`src/rtl/pwm_pkg.sv`:
```
// Shared constants and helpers for the multi-channel PWM block.
package pwm_pkg;

  localparam logic PWM_STATIC = 1'b0;
  localparam logic PWM_FADE   = 1'b1;

  typedef enum logic {
    DIR_UP   = 1'b0,
    DIR_DOWN = 1'b1
  } dir_t;

  // Channel index width; a single channel still needs a 1-bit address.
  function automatic int ch_idx_w(input int n);
    return (n > 1) ? $clog2(n) : 1;
  endfunction

endpackage

```
`src/rtl/pwm_channel.sv`:
```
// One PWM channel: shadow config, active config, fade direction FSM and
// the registered duty compare.
module pwm_channel
  import pwm_pkg::*;
#(
  parameter int CW = 8
) (
  input  logic          clk,
  input  logic          rst,
  input  logic          en,
  input  logic          boundary,
  input  logic [CW-1:0] cnt,
  input  logic [CW-1:0] period,
  input  logic          we,
  input  logic          cfg_mode,
  input  logic [CW-1:0] cfg_duty,
  input  logic [CW-1:0] cfg_step,
  output logic          pwm_out
);

  logic          sh_mode_reg, sh_mode_next;
  logic [CW-1:0] sh_duty_reg, sh_duty_next;
  logic [CW-1:0] sh_step_reg, sh_step_next;
  logic          pending_reg, pending_next;
  logic          mode_reg, mode_next;
  logic [CW-1:0] duty_reg, duty_next;
  logic [CW-1:0] step_reg, step_next;
  dir_t          dir_reg, dir_next;
  logic          pwm_reg, pwm_next;
  logic [CW:0]   sum;

  always_ff @(posedge clk) begin
    if (rst) begin
      sh_mode_reg <= PWM_STATIC;
      sh_duty_reg <= '0;
      sh_step_reg <= '0;
      pending_reg <= 1'b0;
      mode_reg    <= PWM_STATIC;
      duty_reg    <= '0;
      step_reg    <= '0;
      dir_reg     <= DIR_UP;
      pwm_reg     <= 1'b0;
    end else begin
      sh_mode_reg <= sh_mode_next;
      sh_duty_reg <= sh_duty_next;
      sh_step_reg <= sh_step_next;
      pending_reg <= pending_next;
      mode_reg    <= mode_next;
      duty_reg    <= duty_next;
      step_reg    <= step_next;
      dir_reg     <= dir_next;
      pwm_reg     <= pwm_next;
    end
  end

  always_comb begin
    sh_mode_next = sh_mode_reg;
    sh_duty_next = sh_duty_reg;
    sh_step_next = sh_step_reg;
    pending_next = pending_reg;
    mode_next    = mode_reg;
    duty_next    = duty_reg;
    step_next    = step_reg;
    dir_next     = dir_reg;
    pwm_next     = pwm_reg;
    // One extra bit so duty+step never wraps before the period clamp.
    sum          = {1'b0, duty_reg} + {1'b0, step_reg};

    if (en) pwm_next = (cnt < duty_reg);

    if (boundary) begin
      if (pending_reg) begin
        mode_next    = sh_mode_reg;
        duty_next    = sh_duty_reg;
        step_next    = sh_step_reg;
        dir_next     = DIR_UP;
        pending_next = 1'b0;
      end else if (mode_reg == PWM_FADE && step_reg != '0) begin
        if (dir_reg == DIR_UP) begin
          if (sum >= {1'b0, period}) begin
            duty_next = period;
            dir_next  = DIR_DOWN;
          end else begin
            duty_next = sum[CW-1:0];
          end
        end else begin
          if (duty_reg <= step_reg) begin
            duty_next = '0;
            dir_next  = DIR_UP;
          end else begin
            duty_next = duty_reg - step_reg;
          end
        end
      end
    end

    // Written after the load so a write in the boundary cycle waits a period.
    if (we) begin
      sh_mode_next = cfg_mode;
      sh_duty_next = cfg_duty;
      sh_step_next = cfg_step;
      pending_next = 1'b1;
    end
  end

  assign pwm_out = pwm_reg;

endmodule

```
`src/rtl/pwm_fade_multi.sv`:
```
// Multi-channel PWM with a shared runtime period and per-channel
// static/fade modes; configs load glitch-free at period boundaries.
module pwm_fade_multi
  import pwm_pkg::*;
#(
  parameter int CH = 4,
  parameter int CW = 8
) (
  input  logic                      clk,
  input  logic                      rst,
  input  logic                      en,
  input  logic [CW-1:0]             period,
  input  logic                      cfg_we,
  input  logic [ch_idx_w(CH)-1:0]   cfg_ch,
  input  logic                      cfg_mode,
  input  logic [CW-1:0]             cfg_duty,
  input  logic [CW-1:0]             cfg_step,
  output logic [CH-1:0]             pwm_out,
  output logic                      cycle_end
);

  logic [CW-1:0] cnt_reg, cnt_next;
  logic          cycle_end_reg;
  logic          boundary;

  // ">=" rather than "==" so lowering period below cnt ends the period now.
  assign boundary = en && (cnt_reg >= period);

  always_comb begin
    cnt_next = cnt_reg;
    if (boundary)  cnt_next = '0;
    else if (en)   cnt_next = cnt_reg + 1'b1;
  end

  always_ff @(posedge clk) begin
    if (rst) begin
      cnt_reg       <= '0;
      cycle_end_reg <= 1'b0;
    end else begin
      cnt_reg       <= cnt_next;
      cycle_end_reg <= boundary;
    end
  end

  assign cycle_end = cycle_end_reg;

  generate
    for (genvar gi = 0; gi < CH; gi++) begin : g_ch
      logic we_ch;
      // Addresses at or above CH match no channel and are dropped.
      assign we_ch = cfg_we && (int'(cfg_ch) == gi);

      pwm_channel #(.CW(CW)) u_ch (
        .clk      (clk),
        .rst      (rst),
        .en       (en),
        .boundary (boundary),
        .cnt      (cnt_reg),
        .period   (period),
        .we       (we_ch),
        .cfg_mode (cfg_mode),
        .cfg_duty (cfg_duty),
        .cfg_step (cfg_step),
        .pwm_out  (pwm_out[gi])
      );
    end
  endgenerate

endmodule

```
`config.mk`:
```
export PLATFORM = sky130hd
export DESIGN_NAME = pwm_fade_multi
export DESIGN_NICKNAME = d
export VERILOG_FILES = /design/src/rtl/pwm_pkg.sv /design/src/rtl/pwm_channel.sv /design/src/rtl/pwm_fade_multi.sv
export SDC_FILE = /design/constraint.sdc
export NUM_CORES = 1
export LEC_CHECK = 0
export CORE_MARGIN = 10
export CORE_UTILIZATION = 50
export CTS_CLUSTER_SIZE = 28
export DETAILED_ROUTE_END_ITERATION = 12
export PLACE_DENSITY = 0.67
export SLEW_MARGIN = 5
export SYNTH_ARGS = -nofsm -noshare
export SYNTH_HDL_FRONTEND = slang
export SYNTH_SLANG_ARGS = --single-unit
export TNS_END_PERCENT = 20
```
`constraint.sdc`:
```
create_clock -name clk -period 9.65 [get_ports clk]
set_clock_uncertainty 0.05 [all_clocks]
set_input_delay 0.965 -clock clk [delete_from_list [all_inputs] [get_ports clk]]
set_output_delay 0.965 -clock clk [all_outputs]
set_load 0.1 [all_outputs]
```
======== After elaboration in Yosys (flattened, before gate mapping) ========
Cells that the tools add are included.
operators by class
  add/subtract/negate cells ............... 9
  magnitude comparators ................... 13
  eq/ne operators ......................... 3
  multiplexer cells ....................... 45
  reduce and logical (&&, ||, !) cells .... 31
operator list
  kind                                                              number
  8-bit 2-to-1 mux                                                  20
  8-bit by 8-bit adder with 9-bit output                            4
  9-bit by 8-bit greater-or-equal comparator with 1-bit output      4
  8-bit <= comparator                                               4
  8-bit < comparator                                                4
  8-bit nonzero test                                                4
  8-bit subtractor                                                  4
  1-bit 2-to-1 mux                                                  25
  2-bit AND reduction                                               8
  2-bit nonzero test                                                8
  1-bit logical AND                                                 9
  8-bit by 1-bit adder with 8-bit output (second input constant)    1
  8-bit greater-or-equal comparator                                 1
  2-bit == test (second input constant)                             2
  2-bit by 1-bit == test with 1-bit output (second input constant)  1
  2-bit logical NOT                                                 1
  2-bit OR reduction                                                1
storage, ports and cells
  register bits ........................... 157
  bits of input ports ..................... 31
  output and inout port bits .............. 5
  word-level logic and storage cells ...... 139

======== Longest topological paths before layout ========
Gate-level depths: netlist of the first run.
  depth after elaboration ................. 6
  mapped depth ............................ 17
  gate-level depth less buffers ........... 15

======== Hierarchy ========
From an unflattened synthesis of the first run, not the netlist that was laid out.
unflattened totals
  cell total of the unflattened synthesis .. 1401
  area, all modules ....................... 11631.2 um^2
by module, submodules not included
  module                          times used  cells each  area an instance (um^2)  sequential area each (um^2)
  pwm_channel (g_ch[1].u_ch ...)  2           327         2701.3                   740.7
  pwm_channel (g_ch[0].u_ch)      1           347         2839.0                   740.7
  pwm_channel (g_ch[3].u_ch)      1           330         2742.6                   740.7
  pwm_fade_multi                  1           70          646.9                    180.2

======== Least setup slack after synthesis of the first run ========
Ideal clock, no wire load.
  kind .................................... register to register
  start ................................... register g_ch[1].u_ch.step_reg[0]
  end ..................................... register g_ch[1].u_ch.duty_reg[7]
  library setup time ...................... 0.078 ns
  data arrival time ....................... 3.535 ns
  required time ........................... 9.522 ns
  setup slack ............................. 5.987 ns
  cell stages (with the launch flop) ...... 14
  path buffers ............................ 0
  clock period less this slack ............ 3.663 ns
  cell sequence ........................... dfxtp_1 > ha_1 > fa_1 > nand2b_1 > a21oi_1 > a221oi_1 > xor2_1 > ha_1 > a21o_1 > a221oi_1 > o311ai_4 > mux2i_1 > o221a_2 > nor3_1
on the way
  cells in the longest elaborated chain, start to end .. 6
  elaborated cells between the ends (all ways) .. 13
  those cells by class .................... 2 x add/sub; 2 x order compare; 5 x mux; 4 x reduce/logical
RTL lines
  element                                                       RTL line           source
  from (decl)                                                   pwm_channel.sv:27  logic [CW-1:0] step_reg, step_next;
  from (signal assigned)                                        pwm_channel.sv:50  step_reg <= step_next;
  8-bit by 8-bit adder with 9-bit output                        pwm_channel.sv:67  sum = {1'b0, duty_reg} + {1'b0, step_reg};
  9-bit by 8-bit greater-or-equal comparator with 1-bit output  pwm_channel.sv:80  if (sum >= {1'b0, period}) begin
  8-bit 2-to-1 mux                                              pwm_channel.sv:80
  8-bit 2-to-1 mux                                              pwm_channel.sv:79  if (dir_reg == DIR_UP) begin
  8-bit 2-to-1 mux                                              pwm_channel.sv:78  end else if (mode_reg == PWM_FADE && step_reg != '0) begin
  8-bit 2-to-1 mux                                              pwm_channel.sv:72  if (pending_reg) begin
  to (signal assigned)                                          pwm_channel.sv:49  duty_reg <= duty_next;
  to (decl)                                                     pwm_channel.sv:26  logic [CW-1:0] duty_reg, duty_next;
Parallel ways exist; a longest one is shown, timed or not. The select of a mux whose other input is x is not followed.
A chain may end at the register's enable or synchronous reset.

======== Worst setup path after layout of the first run ========
  start ................................... register g_ch[1].u_ch.step_reg[2]
  end ..................................... register g_ch[1].u_ch.duty_reg[2]
Same word-level chain as after synthesis.

==> impl_metrics.yaml, run 1 <==
clock_tree:
  cts_root_buf: "clkbuf_16"
  insertion_delay_ns: 0.44
  ctsHoldBuffers: 0
  cts_setup_buffers: 0
  cts.repair.resized: 0
  cts_buffer_depth: 2
  clock-sinks: 157
  cts-buffers-inserted: 17
  cts_max_level: 4
  cts_tree: "done"
  path_clk_slew_ns: 0.08
logic_synthesis:
  syn_area_um2: 10900
  synth.most_common_cell: "nand2_1"
  yosys.area.top_type: "dfxtp_1"
  synthArstFlopShare_pct: 0
  ys_warn_count: 0
  ys_top_cells_by_count: "257 x nand2_1, 163 x a21oi_1, 157 x dfxtp_1, 133 x ha_1, 101 x inv_1"
  synth_edf_count: 0
  synth_ff_type: "dfxtp_1"
  synth_nets: 1566
  yosys.area.top_type_share_pct: 28.9
  ys_ff_latch: 157
  ys_types: 79
  synthTopCellsByArea: "dfxtp_1 29%, ha_1 15%, nand2_1 8.9%"
  avgSynthCellArea_um2: 7.79
  synth_cells: 1394
  ys_seq_area_share_pct: 28.9
floorplan:
  rows: 53
  die_h_um: 167
  core_area_um2: 21200
  initial_utilization_pct: 51.2
  ios: 36
  die_area_um2: 28000
  die_x_um: 167
power:
  clkPwrFrac_pct: 47.4
  switching_share_pct: 27.9
  power.leakage_nw: 4.67
  ir_drop_uv: 122
  switchingPower_w: 0.000415
  comb_power_share_pct: 7.2
  seqPwrFrac_pct: 45.3
  intPower_w: 0.00107
  p_per_area_nw_per_um2: 125
grt:
  grt_pass1_wl_um: 52700
  grt_max_degree: 73
  grt.total_usage_pct: 23.3
  grt.overflow.total: 0
  antenna_found_initial: 0
  grt_pass1_vias: 9329
sta:
  tns_ns: 0
  rsz0062_at_grt: "no"
  maxSlewHeadroom_pct: 26.5
  max_slew.worst_pin.slew_ns: 1.10
  hold_viol: 0
  slew_viol_final: 0
  setup_viol: 0
  min_period_ns: 4.31
  fin_crit_sh_pct: 44.6
  fmax_ghz: 0.232
place:
  dp_hpwl_um: 25500
  numPortBuffers: 35
  gp_congestion: 0.930
status:
  status: "completed"
route:
  drt_iter0_drc: 951
  drc: 0
  routedWlPerCell_um: 20.3
  drt_first_pass_iters: 5
  ant_nets: 0
  routed_wl_um: 33900
  viasPerCell: 6.00
  vias: 10007
setup_path:
  path_buf_inv: 1
  cp-end-kind: "register"
  critPathRequiredTime_ns: 9.95
  crit_chain: "inv_1, ha_1, nand2b_1, a21oi_1, a221oi_1, xor2_1, ha_1, a21o_1, a221oi_1, o311ai_4, mux2_2, nand2_1, a311oi_1"
  worstPathMaxFanout: 11
  critPathLaunchType: "register"
  cpPeakStageDelay_ns: 0.64
  crit_family: "compound AO/OA/AOI/OAI gates"
  cp_slowest_cell: "a221oi_1"
  critPathKind: "register to register"
  arrival_ns: 4.61
flow_run:
  maxCapViolCount: 0
final_layout:
  area_growth_pct: 9.52
  fin_nets: 1553
  utilization_pct: 56.0
  drive_gt1_share_pct: 4.73
  regArea_um2: 3140
  multi_input_area_um2: 7020
  n_antenna_cell: 0
  fillers: 2060
min_path:
  hp-class: "register to register"
[path summary, 6_finish.rpt]
path                                          startpoint                  endpoint  slack, ns  cells after the start
worst max-delay path            g_ch[1].u_ch.step_reg[2]  g_ch[1].u_ch.duty_reg[2]       5.34                     13
worst min-delay path            g_ch[1].u_ch.sh_mode_reg     g_ch[1].u_ch.mode_reg       0.40                      2
worst max register to register  g_ch[1].u_ch.step_reg[2]  g_ch[1].u_ch.duty_reg[2]       5.34                     13
worst min register to register  g_ch[1].u_ch.sh_mode_reg     g_ch[1].u_ch.mode_reg       0.40                      2
[cell usage in the layout (no fill, tap or decap), types with 6 or more instances in the layout]
master	instances
dfxtp_1	157
fa_1	8
nand3b_1	6
nand2b_1	12
o22ai_1	10
clkbuf_16	17
a21o_1	21
inv_6	6
ha_1	133
nor2_1	76
or4_1	7
nand4_1	13
mux2i_1	14
o31ai_1	8
o221ai_1	15
nand2_1	257
o21ai_0	52
a21oi_1	163
a211oi_1	9
a22oi_1	7
xor2_1	21
and3_1	8
nor3_1	23
a31oi_1	10
inv_1	101
clkdlybuf4s50_1	34
buf_4	7
a221oi_1	11
xnor2_1	29
or2_2	7
nor2b_1	21
o21a_1	12
o221a_2	6
nand3_1	15
[cells by family after synthesis]
family / after synthesis / share of synthesized area, %
buf+inv: 175 / 6.45
compound gates: 389 / 23.2
fa+ha+maj: 141 / 16.8
simple gates: 467 / 19.2
flops: 157 / 28.9
xor+xnor: 50 / 4.03
mux: 15 / 1.39
[cell type report]
cell class | count | area share [%]
inverter | 102 | 3.22
clock buffer | 17 | 3.58
tap | 275 | 2.89
timing repair buffer | 41 | 3.30
multi-input combinational | 1062 | 59.0
clock inverter | 15 | 1.55
sequential | 157 | 26.4
[metrics by stage]
step           instances  power [W]  setup slack, ns  cell area, um^2  hold slack (ns)
3_5_place_dp        1637   0.000794             5.02            11300            0.391
4_1_cts             1669    0.00149             5.36            11900            0.403
3_3_place_gp        1637   0.000792             5.13            11300            0.386
2_1_floorplan       1394   0.000744             5.99            10900            0.382
6_report            1669    0.00148             5.34            11900            0.400
5_1_grt             1669    0.00153             5.03            11900            0.411
[power by group through the flow]
stage	clock network, W	registers, W	logic, W
3_5_place_dp	0	0.000687	0.000106
5_1_grt	0.000736	0.000674	0.000117
2_1_floorplan	0	0.000680	0.0000638
6_report	0.000704	0.000673	0.000108
4_1_cts	0.000709	0.000672	0.000107
3_3_place_gp	0	0.000687	0.000105
[metal layers]
layer	vias up	global-route usage, %	routed length, um
li1	4855	-	-
met1	4739	32.4	15700
met2	369	36.6	15100
met3	44	3.70	2520
met4	0	5.94	585
met5	-	0	0
[worst min-delay path, stage by stage, from the launching register on]
cell	delay, ns
dfxtp_1	0.31
nand2_1	0.05
a21oi_1	0.05
Note: power is estimated with default switching activity, not from simulation.
==> inputs of run 2 (changes only) <==
clock period = 4.1 ns   (was 9.65 ns; I/O delays follow)
==> run 2 against run 1 <==
Sequential share of layout area down 0.53 points. Highest routed layer unchanged. First-iteration DRC count is 3.3% higher. Largest cell class unchanged. Global-route usage increased by 0.056 points. Largest power group unchanged. Critical endpoint unchanged. Count of clock-buffer cells in the layout grew 1. Die area is the same. Cell count rose by 1.9%.
==> impl_metrics.yaml, run 2 (synthesized netlist as in run 1, its figures left out) <==
sta:
  fin_crit_sh_pct: 92.6
  hold_viol: 0
  max_slew.worst_pin.slew_ns: 1.16
  min_period_ns: 3.80
  setup_viol: 0
  whs_ns: 0.384
  rsz0062_at_grt: "no"
  maxSlewHeadroom_pct: 22.5
  tns_ns: 0
  slew_viol_final: 0
  fmax_ghz: 0.263
final_layout:
  fin_area_um2: 12100
  final_common_cell: "nand2_1"
  fin_nets: 1584
  final_cell_mix: "257 x nand2_1, 163 x a21oi_1, 157 x dfxtp_1, 133 x ha_1, 101 x inv_1"
  utilization_pct: 57.2
  area_growth_pct: 11.8
  n_antenna_cell: 0
  drive_gt1_share_pct: 6.88
grt:
  grt_max_degree: 90
  grt.total_usage_pct: 23.3
  grt.overflow.total: 0
  grt_pass1_vias: 9509
  antenna_found_initial: 0
  grt_pass1_wl_um: 52700
clock_tree:
  cts_setup_buffers: 0
  path_clk_slew_ns: 0.07
  cts_buffer_depth: 2
  cts-buffers-inserted: 17
  insertion_delay_ns: 0.44
  cts_root_buf: "clkbuf_16"
  cts_tree: "done"
  clock-sinks: 157
  cts_max_level: 4
min_path:
  hold_path_depth: 2
  hp-class: "input pin to register"
route:
  drt_iter0_drc: 982
  drt_first_pass_iters: 5
  wl_met1_um: 15600
  ant_nets: 0
  routed.top_layer: "met4"
  vias: 10120
  routedWlPerCell_um: 19.8
  route.met3.wl_um: 2390
  drc: 0
  wl_met2_um: 14500
  routed_wl_um: 33700
  viasPerCell: 5.95
floorplan:
  initial_utilization_pct: 51.2
  core_area_um2: 21200
  die_h_um: 167
  die_x_um: 167
  ios: 36
  die_area_um2: 28000
  rows: 53
status:
  status: "completed"
power:
  power.leakage_nw: 4.83
  ir_drop_uv: 259
  p_per_area_nw_per_um2: 291
place:
  place_area_um2: 11500
  dp_hpwl_um: 25200
  numPortBuffers: 35
  gp_congestion: 0.964
setup_path:
  r2r_cells: 13
  critPathRequiredTime_ns: 4.39
  critPathLaunchType: "register"
  arrival_ns: 4.09
  cp-end-kind: "register"
  worstPathMaxFanout: 10
  critPathKind: "register to register"
flow_run:
  maxCapViolCount: 0
-- run 2: where the power goes --
part	switching [W]	internal, W	total, W
Sequential	0.0000225	0.00155	0.00157
Combinational	0.000185	0.0000960	0.000281
Clock	0.000743	0.000939	0.00168
Total	0.000950	0.00259	0.00354
-- run 2: path summary, 6_finish.rpt --
| kind | from | end | slack [ns] |
|---|---|---|---|
| max | g_ch[1].u_ch.step_reg[1] | g_ch[1].u_ch.duty_reg[2] | 0.30 |
| min | rst | cycle_end | 0.38 |
| max reg2reg | g_ch[1].u_ch.step_reg[1] | g_ch[1].u_ch.duty_reg[2] | 0.30 |
| min reg2reg | g_ch[1].u_ch.sh_mode_reg | g_ch[1].u_ch.mode_reg | 0.40 |
-- run 2: repair_timing --
item	in CTS	in global routing
resized for setup	0	1
hold buffers	0	0
setup endpoints to repair	0	7
-- run 2: per-stage QoR --
step	std cells	worst slack, ns	total power, W
2_1_floorplan	1394	0.437	0.00175
3_3_place_gp	1668	0.281	0.00188
3_5_place_dp	1668	0.163	0.00188
4_1_cts	1700	0.113	0.00354
5_1_grt	1700	0.00148	0.00363
6_report	1700	0.304	0.00354
-- run 2: metal layers --
| layer | vias up | track usage (%) |
|---|---|---|
| met2 | 395 | 35.8 |
| li1 | 4922 | - |
| met5 | - | 0 |
| met3 | 68 | 3.53 |
| met1 | 4735 | 32.0 |
| met4 | 0 | 9.16 |
-- run 2: critical path, cell delays in order (launching register included) --
cell	delay [ns]
dfxtp_1	0.44
inv_1	0.12
ha_1	0.36
nand2b_1	0.16
a2111oi_0	0.41
o21ai_0	0.20
xor2_1	0.23
ha_1	0.29
and3_1	0.17
a221oi_2	0.38
o311ai_4	0.28
mux2_2	0.29
nand2_1	0.05
a311oi_1	0.27
-- run 2: final cells by class --
type / instances / area, um^2
clock inverters: 14 / 176
clock buffers: 18 / 439
inverters: 102 / 383
flip-flops and latches: 157 / 3140
fillers: 2036 / 9080
multi-input cells: 1062 / 7030
well taps: 275 / 344
repair buffers: 72 / 626
==> inputs of run 3 (changes only) <==
ABC_AREA = 1   (was default)
==> run 3 against run 2 <==
Via count increased by 2.9%. Sequential share of layout area about the same. Core utilization decreased by 1.8 points. First-iteration DRC count decreased by 13%. Critical path depth unchanged. Sequential cell count unchanged. Clock power decreased by 5%. Count of clock-buffer cells in the layout decreased by 1. Worst setup slack improved by 0.43 ns. Total power decreased by 0.61%. Synthesized area increased by 2.5%. Register-to-register slack improved by 0.53 ns. Largest power group is now registers.
==> impl_metrics.yaml, run 3 <==
status:
  status: "completed"
clock_tree:
  cts-buffers-inserted: 17
  cts_setup_buffers: 0
  cts_buffer_depth: 2
  path_clk_slew_ns: 0.07
  cts_root_buf: "clkbuf_16"
  clock-sinks: 157
  cts_max_level: 4
  cts.repair.resized: 0
  cts_tree: "done"
  ctsHoldBuffers: 0
  insertion_delay_ns: 0.44
sta:
  setup_viol: 0
  tns_ns: 0
  max_slew.worst_pin.slew_ns: 0.987
  rsz0062_at_grt: "no"
  fin_crit_sh_pct: 82.0
  maxSlewHeadroom_pct: 34.0
  whs_ns: 0.395
  setup_slack_ns: 0.738
  slew_viol_final: 0
  min_period_ns: 3.36
  hold_viol: 0
  fmax_ghz: 0.297
logic_synthesis:
  avgSynthCellArea_um2: 7.07
  ys_top_cells_by_count: "238 x nand2_1, 186 x inv_1, 168 x a21oi_1, 157 x dfxtp_1, 148 x nor2_1"
  yosys.area.top_type_share_pct: 28.2
  ys_seq_area_share_pct: 28.2
  synth_nets: 1746
  synthTopCellsByArea: "dfxtp_1 28%, ha_1 15%, nand2_1 8.0%"
  synth_cells: 1574
  synthArstFlopShare_pct: 0
  ys_types: 51
  ys_ff_latch: 157
  synth_ff_type: "dfxtp_1"
  ys_warn_count: 0
  synth.most_common_cell: "nand2_1"
  synth_edf_count: 0
  yosys.area.top_type: "dfxtp_1"
  syn_area_um2: 11100
final_layout:
  drive_gt1_share_pct: 6.23
  area_growth_pct: 9.05
  final_common_cell: "nand2_1"
  fin_nets: 1748
  n_antenna_cell: 0
  final_cell_mix: "238 x nand2_1, 185 x inv_1, 168 x a21oi_1, 157 x dfxtp_1, 148 x nor2_1"
setup_path:
  cp_slowest_cell: "clkdlybuf4s50_1"
  crit_chain: "clkdlybuf4s50_1, inv_1, ha_1, nand2_1, o21ai_0, nand2_1, o2111ai_1, nand2_2, inv_2, nand2_2, inv_1, o21ai_0, a21oi_1"
  worstPathMaxFanout: 12
  critPathCapture: "g_ch[1].u_ch.duty_reg[4]"
  r2r_cells: 21
  cp-end-kind: "register"
  critPathRequiredTime_ns: 4.42
  crit_path_start: "period[2]"
  reg2reg_from: "g_ch[3].u_ch.step_reg[2]"
  regToRegSetupSlack_ns: 0.83
  critPathLaunchType: "input pin"
  r2r_end: "g_ch[3].u_ch.duty_reg[5]"
  critPathKind: "input pin to register"
  arrival_ns: 3.68
  cpPeakStageDelay_ns: 0.86
grt:
  grt.total_usage_pct: 23.1
  grt_pass1_wl_um: 52700
  grt.overflow.total: 0
  grt_max_degree: 70
  grt_pass1_vias: 9712
  antenna_found_initial: 0
place:
  numPortBuffers: 35
  dp_slack_ns: 0.440
  gp_congestion: 0.957
  dp_hpwl_um: 25500
min_path:
  hp-class: "register to register"
floorplan:
  die_x_um: 169
  die_h_um: 169
  core_area_um2: 21900
  initial_utilization_pct: 50.8
  ios: 36
  rows: 54
  die_area_um2: 28600
route:
  vias: 10413
  drt_first_pass_iters: 5
  routed_wl_um: 33900
  viasPerCell: 5.57
  routedWlPerCell_um: 18.1
  drt_iter0_drc: 858
  drc: 0
  ant_nets: 0
flow_run:
  maxCapViolCount: 0
power:
  ir_drop_uv: 216
  power.leakage_nw: 5.87
  p_per_area_nw_per_um2: 290
-- run 3: changes by cell type after synthesis, moves of 19 or more --
cell,change
inv_1,+85
nor2b_1,-21
nand4_1,+34
clkbuf_1,-20
xnor2_1,-21
nand2_1,-19
nor2_1,+72
nand3_1,+109
o21ai_0,+95
-- run 3: layer usage --
| layer | track usage, % | routed length, um |
|---|---|---|
| met2 | 36.7 | 15000 |
| met4 | 5.97 | 658 |
| met5 | 0 | 0 |
| met3 | 5.56 | 2840 |
| met1 | 30.9 | 15300 |
-- run 3: how the worst min path moves through the flow --
stage,startpoint,endpoint,slack [ns],depth (start not counted)
2_1_floorplan,g_ch[3].u_ch.sh_step_reg[0],g_ch[3].u_ch.sh_step_reg[0],0.37,2
3_3_place_gp,g_ch[3].u_ch.sh_step_reg[0],g_ch[3].u_ch.sh_step_reg[0],0.38,2
3_5_place_dp,g_ch[3].u_ch.sh_step_reg[7],g_ch[3].u_ch.sh_step_reg[7],0.38,2
4_1_cts,g_ch[3].u_ch.sh_step_reg[7],g_ch[3].u_ch.sh_step_reg[7],0.40,2
5_1_grt,g_ch[3].u_ch.sh_step_reg[5],g_ch[3].u_ch.sh_step_reg[5],0.41,2
6_report,g_ch[3].u_ch.sh_step_reg[0],g_ch[3].u_ch.sh_step_reg[0],0.40,2
-- run 3: cells by family (layout without fill, tap and decap cells) --
group	count (synthesis)	after routing	share of synthesized area (%)
simple gates	599	599	24.2
compound gates	368	368	17.9
buf+inv	270	285	10.2
flops	157	157	28.2
fa+ha+maj	141	141	16.4
xor+xnor	39	39	3.07
-- run 3: critical path: cells and delay by family --
family,cells,cell delay (ns)
buf+inv,4,1.90
compound gates,4,0.54
simple gates,4,0.47
fa+ha+maj,1,0.37
-- run 3: layout make-up --
| type | count | area, um^2 |
|---|---|---|
| repair buffers | 44 | 418 |
| fillers | 2227 | 9760 |
| clock buffers | 17 | 425 |
| clock inverters | 15 | 148 |
| inverters | 209 | 796 |
| well taps | 280 | 350 |
| flip-flops and latches | 157 | 3140 |
| multi-input cells | 1147 | 6850 |
-- run 3: power by group --
group	switching, W	internal (W)	total, W
logic	0.000220	0.000107	0.000328
clock network	0.000738	0.000857	0.00159
registers	0.0000281	0.00157	0.00159
-- run 3: metrics by stage --
step / instance area, um^2 / utilization, % / std cells / total power (W)
floorplan: 11100 / - / 1574 / 0.00181
global placement: 11600 / 52.8 / 1837 / 0.00194
detailed placement: 11600 / 52.8 / 1837 / 0.00195
CTS: 12100 / 55.4 / 1869 / 0.00353
global route: 12100 / 55.4 / 1869 / 0.00363
finish: 12100 / 55.4 / 1869 / 0.00352
